File: config.mk
export PLATFORM = sky130hd
export DESIGN_NAME = snn_image_loader_flat
export DESIGN_NICKNAME = d
export VERILOG_FILES = /design/src/rtl/snn_image_loader_if.sv /design/src/rtl/snn_image_loader.sv /design/src/flat_wrapper.sv
export SDC_FILE = /design/constraint.sdc
export NUM_CORES = 1
export LEC_CHECK = 0
export BUFFER_PORTS_ARGS = -buffer_cell sky130_fd_sc_hd__buf_2
export CAP_MARGIN = 20
export CORE_AREA = 2 2 83 85
export DETAILED_ROUTE_END_ITERATION = 7
export DIE_AREA = 0 0 85 87
export GPL_TIMING_DRIVEN = 0
export PLACE_DENSITY_LB_ADDON = 0.08
export RECOVER_POWER = 100
export SETUP_SLACK_MARGIN = 0.15
export SYNTH_ARGS = -nofsm -noshare
export SYNTH_HDL_FRONTEND = slang
export SYNTH_SLANG_ARGS = --single-unit
File: constraint.sdc
create_clock -name clk -period 4.1 [get_ports clk]
set_input_delay 0.205 -clock clk [delete_from_list [all_inputs] [get_ports clk]]
set_output_delay 0.205 -clock clk [all_outputs]
set_load 0.005 [all_outputs]
File: src/rtl/snn_image_loader_if.sv
// Signal bundle between the image loader and its surroundings: UART rx/tx,
// the SNN core's input RAM write port, and the core start/done handshake.
interface snn_image_loader_if;
    logic [7:0] rx_data;
    logic       rx_rdy;
    logic [9:0] ram_addr;
    logic       ram_data;
    logic       ram_we;
    logic       load_active;
    logic       snn_start;
    logic       snn_done;
    logic [3:0] digit;
    logic [7:0] tx_data;
    logic       tx_start;
    logic       tx_done;
    logic       overrun;

    // Environment side: UART receiver/transmitter, core and RAM mux.
    modport master (
        output rx_data, rx_rdy, snn_done, digit, tx_done,
        input  ram_addr, ram_data, ram_we, load_active, snn_start,
        input  tx_data, tx_start, overrun
    );

    // Loader side.
    modport slave (
        input  rx_data, rx_rdy, snn_done, digit, tx_done,
        output ram_addr, ram_data, ram_we, load_active, snn_start,
        output tx_data, tx_start, overrun
    );
endinterface

File: src/rtl/snn_image_loader.sv
// Unpacks UART image bytes into 1-bit input-RAM writes (LSB first), kicks the
// SNN core, and returns the classified digit as one ASCII byte.
module snn_image_loader #(
    parameter int unsigned IMG_BYTES = 98
) (
    input  logic                clk,
    input  logic                rst_n,
    snn_image_loader_if.slave   bus
);
    localparam logic [9:0] LAST_PIX = 10'(IMG_BYTES * 8 - 1);

    typedef enum logic [2:0] {LOAD, START, WAIT_CORE, SEND, WAIT_TX} state_t;

    state_t     state, state_next;
    logic [7:0] shift, shift_next;
    logic [2:0] bit_cnt, bit_cnt_next;
    logic       busy, busy_next;
    logic [7:0] hold, hold_next;
    logic       hold_vld, hold_vld_next;
    logic [9:0] pix, pix_next;
    logic [3:0] digit_lat, digit_lat_next;
    logic [9:0] wr_addr, wr_addr_next;
    logic       wr_data, wr_data_next;
    logic       wr_en, wr_en_next;
    logic       owns_ram, owns_ram_next;
    logic       start_pulse, start_pulse_next;
    logic [7:0] tx_byte, tx_byte_next;
    logic       tx_pulse, tx_pulse_next;
    logic       lost, lost_next;

    // Digits above 9 cannot be a valid class; report them as '?'.
    function automatic logic [7:0] to_ascii(input logic [3:0] d);
        return (d > 4'd9) ? 8'h3F : (8'h30 + {4'h0, d});
    endfunction

    always_ff @(posedge clk or negedge rst_n) begin
        if (!rst_n) begin
            state       <= LOAD;
            shift       <= '0;
            bit_cnt     <= '0;
            busy        <= 1'b0;
            hold        <= '0;
            hold_vld    <= 1'b0;
            pix         <= '0;
            digit_lat   <= '0;
            wr_addr     <= '0;
            wr_data     <= 1'b0;
            wr_en       <= 1'b0;
            owns_ram    <= 1'b1;
            start_pulse <= 1'b0;
            tx_byte     <= '0;
            tx_pulse    <= 1'b0;
            lost        <= 1'b0;
        end else begin
            state       <= state_next;
            shift       <= shift_next;
            bit_cnt     <= bit_cnt_next;
            busy        <= busy_next;
            hold        <= hold_next;
            hold_vld    <= hold_vld_next;
            pix         <= pix_next;
            digit_lat   <= digit_lat_next;
            wr_addr     <= wr_addr_next;
            wr_data     <= wr_data_next;
            wr_en       <= wr_en_next;
            owns_ram    <= owns_ram_next;
            start_pulse <= start_pulse_next;
            tx_byte     <= tx_byte_next;
            tx_pulse    <= tx_pulse_next;
            lost        <= lost_next;
        end
    end

    always_comb begin
        state_next       = state;
        shift_next       = shift;
        bit_cnt_next     = bit_cnt;
        busy_next        = busy;
        hold_next        = hold;
        hold_vld_next    = hold_vld;
        pix_next         = pix;
        digit_lat_next   = digit_lat;
        wr_addr_next     = wr_addr;
        wr_data_next     = wr_data;
        wr_en_next       = 1'b0;
        owns_ram_next    = (state == LOAD);
        start_pulse_next = 1'b0;
        tx_byte_next     = tx_byte;
        tx_pulse_next    = 1'b0;
        lost_next        = lost;

        case (state)
            LOAD: begin
                if (busy) begin
                    wr_en_next   = 1'b1;
                    wr_data_next = shift[0];
                    wr_addr_next = pix;
                    shift_next   = shift >> 1;
                    bit_cnt_next = bit_cnt + 3'd1;
                    pix_next     = pix + 10'd1;
                    if (pix == LAST_PIX) begin
                        // Image complete: stop writing; a late byte parks in hold.
                        pix_next   = '0;
                        busy_next  = 1'b0;
                        state_next = START;
                        if (bus.rx_rdy) begin
                            if (!hold_vld) begin
                                hold_next     = bus.rx_data;
                                hold_vld_next = 1'b1;
                            end else begin
                                lost_next = 1'b1;
                            end
                        end
                    end else if (bit_cnt == 3'd7) begin
                        // Refill without a bubble, from hold first, else from the wire.
                        if (hold_vld) begin
                            shift_next    = hold;
                            hold_vld_next = 1'b0;
                            if (bus.rx_rdy) begin
                                hold_next     = bus.rx_data;
                                hold_vld_next = 1'b1;
                            end
                        end else if (bus.rx_rdy) begin
                            shift_next = bus.rx_data;
                        end else begin
                            busy_next = 1'b0;
                        end
                    end else if (bus.rx_rdy) begin
                        if (!hold_vld) begin
                            hold_next     = bus.rx_data;
                            hold_vld_next = 1'b1;
                        end else begin
                            lost_next = 1'b1;
                        end
                    end
                end else if (bus.rx_rdy) begin
                    shift_next   = bus.rx_data;
                    bit_cnt_next = '0;
                    busy_next    = 1'b1;
                end
            end
            START: begin
                start_pulse_next = 1'b1;
                state_next       = WAIT_CORE;
            end
            WAIT_CORE: begin
                if (bus.snn_done) begin
                    digit_lat_next = bus.digit;
                    state_next     = SEND;
                end
            end
            SEND: begin
                tx_pulse_next = 1'b1;
                tx_byte_next  = to_ascii(digit_lat);
                state_next    = WAIT_TX;
            end
            WAIT_TX: begin
                if (bus.tx_done) begin
                    state_next    = LOAD;
                    lost_next     = 1'b0;
                    hold_vld_next = 1'b0;
                end
            end
            default: state_next = LOAD;
        endcase
    end

    assign bus.ram_addr    = wr_addr;
    assign bus.ram_data    = wr_data;
    assign bus.ram_we      = wr_en;
    assign bus.load_active = owns_ram;
    assign bus.snn_start   = start_pulse;
    assign bus.tx_data     = tx_byte;
    assign bus.tx_start    = tx_pulse;
    assign bus.overrun     = lost;
endmodule

File: src/flat_wrapper.sv
// flat-port wrapper written by rule: the top's interface ports become plain ports
module snn_image_loader_flat 
#(
    parameter int unsigned IMG_BYTES = 98
)
  (clk, rst_n, bus_rx_data, bus_rx_rdy, bus_snn_done, bus_digit, bus_tx_done, bus_ram_addr, bus_ram_data, bus_ram_we, bus_load_active, bus_snn_start, bus_tx_data, bus_tx_start, bus_overrun);
  snn_image_loader_if bus_i ();
  input  logic clk;
  input  logic rst_n;
  input wire logic [$bits(bus_i.rx_data)-1:0] bus_rx_data;
  input wire logic [$bits(bus_i.rx_rdy)-1:0] bus_rx_rdy;
  input wire logic [$bits(bus_i.snn_done)-1:0] bus_snn_done;
  input wire logic [$bits(bus_i.digit)-1:0] bus_digit;
  input wire logic [$bits(bus_i.tx_done)-1:0] bus_tx_done;
  output wire logic [$bits(bus_i.ram_addr)-1:0] bus_ram_addr;
  output wire logic [$bits(bus_i.ram_data)-1:0] bus_ram_data;
  output wire logic [$bits(bus_i.ram_we)-1:0] bus_ram_we;
  output wire logic [$bits(bus_i.load_active)-1:0] bus_load_active;
  output wire logic [$bits(bus_i.snn_start)-1:0] bus_snn_start;
  output wire logic [$bits(bus_i.tx_data)-1:0] bus_tx_data;
  output wire logic [$bits(bus_i.tx_start)-1:0] bus_tx_start;
  output wire logic [$bits(bus_i.overrun)-1:0] bus_overrun;
  assign bus_i.rx_data = bus_rx_data;
  assign bus_i.rx_rdy = bus_rx_rdy;
  assign bus_i.snn_done = bus_snn_done;
  assign bus_i.digit = bus_digit;
  assign bus_i.tx_done = bus_tx_done;
  assign bus_ram_addr = bus_i.ram_addr;
  assign bus_ram_data = bus_i.ram_data;
  assign bus_ram_we = bus_i.ram_we;
  assign bus_load_active = bus_i.load_active;
  assign bus_snn_start = bus_i.snn_start;
  assign bus_tx_data = bus_i.tx_data;
  assign bus_tx_start = bus_i.tx_start;
  assign bus_overrun = bus_i.overrun;
  snn_image_loader #(.IMG_BYTES(IMG_BYTES)) u_core (.clk(clk), .rst_n(rst_n), .bus(bus_i));
endmodule
==> summary.md, run 1 <==
| Metric | Value |
|---|---|
| Pwr dens | `602 nW/um2` |
| Max stage delay cell, worst path | `mux2_1` |
| Result of the run | `finished clean` |
| Std cell rows | `30` |
| Filler cell count in the final layout | `around 650` |
| Via count | `2,125` |
| Area occupied by registers | `about 1500 um2` |
| First-pass GRT wire length | `10,800 um` |
| Number of synthesized flops with an enable pin | `0` |
| Dominant register cell in the synthesized netlist | `dfrtp_1` |
| Area of the core | `between 6000 and 7000 um2` |
| Die Footprint | `7400 um2` |
| Chain of cells forming the critical path | `clkbuf_1, or4b_1, clkbuf_1, clkinvlp_2, and3_1, mux2i_4, mux2_1` |
| Endpoint required time on the critical path | `4.31 ns` |
| Proportion of synthesized chip area in sequential cells | `52.5%` |
| Worst path buffer plus inverter count | `3` |
| Maximum fanout encountered on the critical timing path | `9` |
| Async set-reset flop share out of synthesis | `between 90% and 100%` |
| # H-tree levels | `3` |
| Cell occurring most often along the worst timing path | `clkbuf_1` |
| Final Hold Slack | `0.0842 ns` |
| Gate Count Post-Synth | `around 270` |
| Area growth from synthesis to layout | `16.7%` |
| Crit path arrival time | `just under 3 ns` |
| Final Skew | `roughly 0.011 ns` |
| Average wire per cell in the routed design | `14.7 um` |
| Maximum ir drop on the vdd rail | `approximately 0.28 mV` |
| Final Non-Filler Cells | `about 400` |
| Clock power share | `roughly 28%` |
| Post-Syn Area | `about 2800 um2` |
| Wirelength, routed | `~6000 um` |
| Commonest cells after routing, fill and taps aside | `59 x nand2_1, 58 x dfrtp_1, 29 x buf_2` |
| Ports placed on the boundary | `41` |
| Total of max-cap violations | `0` |
| Part of the total power dissipated in combinational logic | `between 20% and 30%` |
| Global-route usage over all layers | `a little under a fifth` |
| Die height | `87 um` |
| Ratio of final minimum period to clock period | `66.2%` |
| Design internal power | `roughly 1300 uW` |
| FMAX | `roughly 0.37 GHz` |
| First DRT Iteration DRCs | `approximately 130` |
| Yosys warnings | `0` |
| Clk_lat worst skew | `0.34 ns` |
| Post-detailed-route count of antenna-violating nets | `0` |
| Switching share of total power | `31.8%` |
| Maximum number of pins on one net before global-route repair | `38` |
| Drt drc | `0` |
| Total instance count after detailed placement | `393` |
| Overall die width | `approximately 85 um` |
| Initial standard-cell utilization of the core | `42.8%` |
| Clock transition at the registers of the reported paths | `around 0.070 ns` |
| Static leakage | `approximately 0.0016 uW` |
| Total number of clock tree sinks | `59` |
| FF+latch count, synth | `a little under 60` |
| Worst hold path class | `primary input to register` |
| Deepest clock path buffer count | `2` |
| IO Port Bufs | `38` |
| Worst slew pin tran | `between 1 and 1.5 ns` |
| Number of antenna violations at the first check in global routing | `0` |
| Delay-heaviest family, CP | `buffers and inverters` |
| Category of the worst setup path capture point | `register` |
| Max-slew headroom at the worst pin | `12.2%` |
| # setup viols final | `0` |
| Via count of the first global-routing pass | `between 2,000 and 2,500` |
| Setup CP Type | `register to register` |
| Number of distinct library cells after synthesis | `51` |
| Total Negative Setup Slacks | `0 ns` |
| Startpoint types | `register` |
| Mean instance size in the synthesized netlist | `10.3 um2` |
| Vias per cell | `5.18` |
| Global-route congestion overflow total | `0` |
| Detailed-placement wirelength estimate | `about 4000 um` |
| Share of power burned in registers | `44.8%` |
| Reported net switching power | `629 uW` |
| CTS Buf Count | `9` |
| CTS tree | `yes` |
| Drt pass-1 iters | `4` |
| Final worst path period need | `2.71 ns` |
| Final hold violation count | `0` |
| Most common cell after layout, fill and taps aside | `nand2_1` |
| Share of post-route cells with drive strength above 1 | `around 18%` |
| Net count of the finished layout | `between 300 and 400` |
| RSZ-0062 raised after global routing | `no` |
| Global placer's final weighted congestion | `approximately 0.77` |
| Total inserted antenna cells | `0` |
| Delay of the slowest cell on the worst path | `approximately 0.38 ns` |
| Combined area of the multi-input logic cells | `about 1200 um2` |
| Clock Root Buffer | `clkbuf_8` |
| Number of pins with negative max-slew slack in the final report | `0` |
## cells in the mapped netlist (3+ instances only)
master | instances | area, um2
nor2b_1 | 8 | 50.1
buf_2 | 4 | 20.0
nand2_1 | 59 | 221
inv_1 | 5 | 18.8
a211o_1 | 6 | 52.6
xnor2_1 | 4 | 35.0
mux2_4 | 8 | 120
nor3_1 | 7 | 35.0
nor2_1 | 8 | 30.0
buf_4 | 3 | 22.5
ha_1 | 3 | 37.5
dfrtp_1 | 58 | 1450
a22oi_1 | 7 | 52.6
mux2_2 | 5 | 56.3
clkbuf_1 | 8 | 30.0
o21ai_0 | 23 | 115
nand3_1 | 6 | 30.0
a21oi_1 | 4 | 20.0
a31oi_1 | 8 | 50.1
## timing repair
item,4_1_cts,5_1_grt
buffers inserted,0,0
endpoints found under the hold margin,21,0
hold buffers,1,0
resized for setup,0,0
## kinds of logic (layout without fill, tap and decap cells)
logic type,Yosys count,count (layout),share of synthesized area (%)
adders and majority gates,3,3,1.33
AOI/OAI and AO/OA,58,58,13.4
and+or+nand+nor,105,105,18.4
xor gates and xnor gates,6,6,1.87
DFF,59,59,52.5
buffers and inverters,25,81,4.62
muxes,16,16,7.78
other,1,2,0.133
## worst paths after layout
kind,depth (start not counted),end,start,slack (ns)
worst max-delay path,7,u_core.hold[7],u_core.state[1],1.39
worst min-delay path,2,u_core.digit_lat[0],bus_digit[0],0.08
worst max register to register,7,u_core.hold[7],u_core.state[1],1.39
worst min register to register,2,u_core.bus.ram_addr[6],u_core.bus.ram_addr[6],0.47
max in group asynchronous,3,u_core.shift[0],rst_n,2.59
min in group asynchronous,2,u_core.bus.tx_data[2],rst_n,0.69
## per-layer routing
layer  part of all wire [%]  global-route usage, %  vias up  wire length [um]
met5                      0                      0        -                 0
met4                    1.0                   7.22        0                61
met3                    4.3                   5.02        7               261
met2                     47                   30.4       44              2800
met1                     48                   24.4     1015              2900
li1                       -                      -     1059                 -
## through the flow
stage                     setup WS, ns  power, uW  util, %  cell area (um2)
after floorplan                   2.08       1310        -             2820
after global placement            1.79       1480     47.3             3110
after detailed placement          1.78       1490     47.6             3130
after CTS                         1.75       2060     51.0             3350
after global routing              1.11       2130     50.0             3280
final                             1.39       1980     50.0             3280
## registers in the layout (all words and copies together) (netlist names)
register and count:
u_core.busy 1, u_core.state 3, u_core.bus.tx_data 5, u_core.bus.overrun 1
u_core.bus.snn_start 1, u_core.pix 10, u_core.bus.tx_start 1, u_core.bit_cnt 3
u_core.bus.ram_data 1, u_core.bus.ram_addr 10, u_core.hold 8, u_core.bus.ram_we 1
u_core.shift 8, u_core.bus.load_active 1, u_core.hold_vld 1, u_core.digit_lat 4
## worst reg2reg max path, stage by stage (launching register included)
cell and delay, ns:
dfrtp_1 0.33, clkbuf_1 0.29, or4b_1 0.18, clkbuf_1 0.37, clkinvlp_2 0.37, and3_1 0.31, mux2i_4 0.37, mux2_1 0.38
## area by class of cell
type | instances | share of cell area (%)
clock buffer | 12 | 5.03
multi-input combinational | 190 | 35.6
clock inverter | 4 | 1.45
tap | 80 | 3.05
buffer | 18 | 2.71
inverter | 7 | 0.838
sequential | 59 | 45.0
timing repair buffer | 40 | 6.29
## power groups by stage
stage               clock [uW]  sequential (uW)  combinational, uW
floorplan                    0              870                444
global placement             0              892                588
detailed placement           0              894                597
CTS                        573              885                603
global route               598              913                619
finish                     556              886                534
(Power assumes the default switching activity.)
==> inputs of run 2 (changes only) <==
==> constraint.sdc (replaced) <==
create_clock -name clk -period 2.6 [get_ports clk]
set_input_delay 0.13 -clock clk [delete_from_list [all_inputs] [get_ports clk]]
set_output_delay 0.13 -clock clk [all_outputs]
set_load 0.005 [all_outputs]
==> run 2 against run 1 <==
Compared with the run above: clock-buffer cell count unchanged; flip-flop and latch count did not move; global-route usage unchanged; first-iteration DRC count decreased by 28%; die area is the same; critical endpoint unchanged; register-to-register slack lost 0.99 ns; critical path type unchanged; hold slack worse by 0.078 ns; combinational power grew 65%; worst setup slack got worse by 0.99 ns; maximum frequency grew 23%; largest cell class unchanged.
==> summary.md, run 2 (same netlist as run 1, synthesis figures left out) <==
| Metric | Value |
|---|---|
| Delay of the slowest cell on the worst path | `around 0.48 ns` |
| Total Negative Setup Slacks | `0 ns` |
| Worst hold path class | `primary input to register` |
| Total number of clock tree sinks | `59` |
| Startpoint types | `register` |
| Vias per cell | `approximately 5.2` |
| # H-tree levels | `3` |
| Via count of the first global-routing pass | `approximately 2,200` |
| Crit path arrival time | `approximately 2.4 ns` |
| CTS Buf Count | `9` |
| Final Non-Filler Cells | `411` |
| Clock Root Buffer | `clkbuf_8` |
| Sum of internal, switching and leakage power | `roughly 3200 uW` |
| CTS tree | `yes` |
| Area occupied by registers | `between 1000 and 1500 um2` |
| Via count | `roughly 2,200` |
| Total instance count after detailed placement | `about 390` |
| Setup CP Type | `register to register` |
| Area growth from synthesis to layout | `18.0%` |
| Number of pins with negative max-slew slack in the final report | `0` |
| Global-route usage over all layers | `approximately a fifth` |
| Clock transition at the registers of the reported paths | `roughly 0.07 ns` |
| Total of cells resized after clock tree synthesis | `0` |
| Pwr dens | `951 nW/um2` |
| Drt drc | `0` |
| Die Footprint | `approximately 7400 um2` |
| Detailed-placement wirelength estimate | `about 4000 um` |
| # setup viols final | `0` |
| Total of max-cap violations | `0` |
| Endpoint required time on the critical path | `2.81 ns` |
| Maximum fanout encountered on the critical timing path | `8` |
| IO Port Bufs | `38` |
| Worst slew pin tran | `about 1.3 ns` |
| Category of the worst setup path capture point | `register` |
| Maximum number of pins on one net before global-route repair | `38` |
| Max stage delay cell, worst path | `nor4_1` |
| Combined area of the multi-input logic cells | `approximately 1200 um2` |
| Initial standard-cell utilization of the core | `between 40% and 50%` |
| Most common cell after layout, fill and taps aside | `nand2_1` |
| First DRT Iteration DRCs | `91` |
| Ports placed on the boundary | `41` |
| Global-route congestion overflow total | `0` |
| Total inserted antenna cells | `0` |
| Static leakage | `0.00158 uW` |
| Ratio of final minimum period to clock period | `84.7%` |
| RSZ-0062 raised after global routing | `no` |
| Global placer's final weighted congestion | `just under 0.8` |
| Max-slew headroom at the worst pin | `between 10% and 20%` |
| Chain of cells forming the critical path | `nor4_1, a41o_1, mux2i_4, buf_12, mux2_1` |
| Net count of the finished layout | `around 350` |
| Final worst path period need | `2.20 ns` |
| Result of the run | `finished clean` |
| Std cell rows | `30` |
| Overall die width | `85 um` |
| First-pass GRT wire length | `between 10,000 and 15,000 um` |
| Commonest cells after routing, fill and taps aside | `59 x nand2_1, 58 x dfrtp_1, 29 x buf_2` |
| Post-detailed-route count of antenna-violating nets | `0` |
| Wirelength, routed | `approximately 6100 um` |
| Final Skew | `between 0.01 and 0.015 ns` |
| FMAX | `0.454 GHz` |
| Area of the core | `between 6000 and 7000 um2` |
| Drt pass-1 iters | `4` |
| Deepest clock path buffer count | `2` |
| Share of post-route cells with drive strength above 1 | `roughly a fifth` |
| Number of antenna violations at the first check in global routing | `0` |
| Maximum ir drop on the vdd rail | `approximately 0.41 mV` |
| Average wire per cell in the routed design | `~15 um` |
| Die height | `between 80 and 90 um` |
| Clk_lat worst skew | `between 0.3 and 0.4 ns` |
| Filler cell count in the final layout | `652` |
| Final hold violation count | `0` |
-- run 2: changes by cell type in the layout (fill, tap and decap cells not counted), sizes merged --
cell,previous run,this run
buf,34,36
clkinv,3,4
clkinvlp,2,1
clkbuf,35,34
-- run 2: worst paths after layout --
| kind | start | end | slack [ns] | depth (start not counted) |
|---|---|---|---|---|
| worst max-delay path | u_core.pix[4] | u_core.hold[7] | 0.40 | 5 |
| worst min register to register | u_core.bus.ram_addr[2] | u_core.bus.ram_addr[2] | 0.47 | 2 |
| min in group asynchronous | rst_n | u_core.bus.tx_data[2] | 0.62 | 2 |
| worst min-delay path | bus_digit[0] | u_core.digit_lat[0] | 0.006 | 2 |
| max in group asynchronous | rst_n | u_core.hold[7] | 1.15 | 3 |
| worst max register to register | u_core.pix[4] | u_core.hold[7] | 0.40 | 5 |
-- run 2: critical path, delay by kind of cell, from the launching register on --
kind	cells	cell delay, ns
muxes	2	0.62
and+or+nand+nor	1	0.48
DFF	1	0.45
AOI/OAI and AO/OA	1	0.38
buffers and inverters	1	0.15
-- run 2: report_power, final --
part           switching (uW)  internal [uW]  total [uW]
clock                     360            517         878
combinational             430            451         881
sequential                210           1190        1400
-- run 2: final cells by class --
cell class,instances,share of cell area [%]
buffer,18,2.90
clock buffer,12,4.98
clock inverter,4,1.43
inverter,7,0.942
multi-input combinational,190,35.4
sequential,59,44.5
tap,80,3.02
timing repair buffer,41,6.82
-- run 2: through the flow --
step,hold WS (ns),utilization [%],instance area (um2),setup WS (ns)
floorplan,-0.166,-,2820,0.579
global placement,0.362,47.3,3110,0.294
detailed placement,0.149,47.6,3130,0.282
CTS,0.00957,51.0,3350,0.250
global route,0.0139,50.5,3320,0.217
finish,0.00646,50.5,3320,0.398
-- run 2: repair_timing --
action | 4_1_cts | 5_1_grt
buffers inserted | 0 | 1
endpoints found under the hold margin | 21 | 0
hold buffers | 1 | 0
endpoints found under the setup margin | 0 | 8
-- run 2: metal layers --
layer,track usage (%),part of all wire [%],vias to the layer above
met4,7.22,2.0,0
li1,-,-,1063
met1,24.4,46,1020
met3,5.02,5.1,10
met5,0,0,-
met2,30.4,46,61
==> inputs of run 3 (changes only) <==
==> constraint.sdc (replaced) <==
create_clock -name clk -period 1.8 [get_ports clk]
set_input_delay 0.09 -clock clk [delete_from_list [all_inputs] [get_ports clk]]
set_output_delay 0.09 -clock clk [all_outputs]
set_load 0.005 [all_outputs]
==> run 3 against run 2 <==
Compared with the run above: the run now ends with setup timing left; combinational power grew 120%; clock-buffer cell count shrank 3; core utilization grew 9.5 points; critical path type unchanged; highest routed layer unchanged.
==> summary.md, run 3 (same netlist as run 1, synthesis figures left out) <==
| Metric | Value |
|---|---|
| Final Skew | `0.0162 ns` |
| Worst Setup Slack post-DPL | `-0.319 ns` |
| R2R Path Start | `u_core.state[2]` |
| Net count of the finished layout | `between 300 and 400` |
| Most common cell after layout, fill and taps aside | `dfrtp_1` |
| First DRT Iteration DRCs | `about 100` |
| Deepest clock path buffer count | `2` |
| Clock transition at the registers of the reported paths | `about 0.070 ns` |
| Post-detailed-route count of antenna-violating nets | `0` |
| Final Hold Slack | `between 0.01 and 0.015 ns` |
| Violations in the final reports | `setup timing` |
| Filler cell count in the final layout | `578` |
| Wirelength, routed | `around 6800 um` |
| Die Footprint | `roughly 7400 um2` |
| FMAX | `approximately 0.49 GHz` |
| Number of pins with negative max-slew slack in the final report | `0` |
| Max-slew headroom at the worst pin | `21.4%` |
| Std cell rows | `30` |
| Via count | `approximately 2,300` |
| Total number of clock tree sinks | `59` |
| Worst hold path class | `primary input to register` |
| # H-tree levels | `3` |
| Clock Root Buffer | `clkbuf_8` |
| Global-route congestion overflow total | `0` |
| Number of cells on the worst hold path | `2` |
| Commonest cells after routing, fill and taps aside | `55 x dfrtp_1, 44 x nand2_1, 32 x buf_2` |
| Worst slew pin tran | `roughly 1.2 ns` |
| Register-to-register path setup slack | `-0.23 ns` |
| Ports placed on the boundary | `41` |
| Crit path arrival time | `2.25 ns` |
| Vias per cell | `5.23` |
| Startpoint of the most critical hold path | `bus_rx_data[3]` |
| RSZ-0062 raised after global routing | `yes` |
| Maximum ir drop on the vdd rail | `~0.65 mV` |
| Average wire per cell in the routed design | `approximately 16 um` |
| Category of the worst setup path capture point | `register` |
| Global-route usage over all layers | `around 19%` |
| Detailed-placement wirelength estimate | `between 4000 and 5000 um` |
| IO Port Bufs | `38` |
| Number of antenna violations at the first check in global routing | `0` |
| Global placer's final weighted congestion | `about 0.8` |
| Startpoint types | `register` |
| Static leakage | `roughly 0.0019 uW` |
| Setup CP Type | `register to register` |
| Share of post-route cells with drive strength above 1 | `roughly two fifths` |
| Clk_lat worst skew | `between 0.3 and 0.4 ns` |
| Final hold violation count | `0` |
| Area of the core | `~6600 um2` |
| Final worst path period need | `around 2 ns` |
| Drt pass-1 iters | `4` |
| Total inserted antenna cells | `0` |
| Maximum fanout encountered on the critical timing path | `8` |
| CTS Buf Count | `9` |
| Result of the run | `finished with violations` |
| # setup viols final | `36` |
| Via count of the first global-routing pass | `approximately 2,200` |
| Die height | `between 80 and 90 um` |
| Area growth from synthesis to layout | `40.1%` |
| Endpoint required time on the critical path | `between 2 and 2.5 ns` |
| Ratio of final minimum period to clock period | `113%` |
| Final worst setup slack | `-0.230 ns` |
| CTS tree | `yes` |
| Count of cells along the worst register-to-register path | `7` |
| First-pass GRT wire length | `11,100 um` |
| Pwr dens | `around 1300 nW/um2` |
| Maximum number of pins on one net before global-route repair | `40` |
| Drt drc | `0` |
| Initial standard-cell utilization of the core | `between 40% and 50%` |
| Startpoint of the worst setup timing path | `u_core.state[2]` |
| Total of max-cap violations | `0` |
| Overall die width | `between 80 and 90 um` |
[run 3: cell types whose count changed in the layout (fill, tap and decap cells not counted), moves of 7 or more]
cell and delta:
buf_4 +13, buf_8 +7, clkbuf_1 -9, mux2_1 -8
mux2_4 +7, nand2_1 -15, nand2_2 +11, nor3_1 -7
o21ai_0 -8
[run 3: critical path, stage by stage, from the launching register on]
cell     delay, ns
dfrtp_1       0.37
buf_6         0.11
or4b_4        0.53
buf_8         0.15
nor3b_4       0.19
mux2i_4       0.10
buf_12        0.15
mux2_4        0.29
[run 3: path summary, 6_finish.rpt]
kind,endpoint
worst max-delay path,u_core.hold[5]
min in group asynchronous,u_core.digit_lat[3]
max in group asynchronous,u_core.pix[4]
worst max register to register,u_core.hold[5]
worst min register to register,u_core.bus.ram_addr[0]
worst min-delay path,u_core.hold[3]
[run 3: final cells by class]
type	instances	area [um2]	area share [%]
inverters	7	41.3	1.05
plain buffers	18	179	4.54
well taps	80	100	2.54
flip-flops and latches	59	1480	37.6
multi-input cells	190	1450	36.9
clock buffers	9	124	3.14
clock inverters	7	68.8	1.75
repair buffers	68	494	12.5
[run 3: power breakdown]
part / total [uW] / switching [uW] / internal [uW] / leakage [uW]
registers: 2040 / 317 / 1720 / 0.000736
logic: 1910 / 872 / 1040 / 0.00104
clock network: 1190 / 559 / 633 / 0.0000950
total: 5140 / 1750 / 3390 / 0.00187
[run 3: what timing repair did]
action                                 CTS  global route
cloned                                   2             1
pin swaps                               22            21
endpoints found under the hold margin   24             0
gates resized for setup                 58            36
hold buffers                             6             0
buffers inserted                        15             5
setup endpoints to repair               49            49
[run 3: per-stage QoR]
stage               cells  util [%]  area, um2  power, uW  setup TNS, ns
global placement      392      48.2       3160       3450          -2.86
finish                438      60.0       3940       5140          -4.34
global route          438      60.0       3940       5470          -6.93
CTS                   432      57.9       3800       5010          -4.44
detailed placement    393      48.5       3180       3480          -3.43
floorplan             274         -       2870       3080          -1.18
[run 3: routing by layer]
metal | track usage, % | part of all wire, % | vias to the layer above
met5 | 0 | 0 | -
met4 | 8.37 | 2.1 | 0
met3 | 4.45 | 4.1 | 12
met2 | 30.3 | 48 | 60
met1 | 26.1 | 46 | 1098
li1 | - | - | 1122
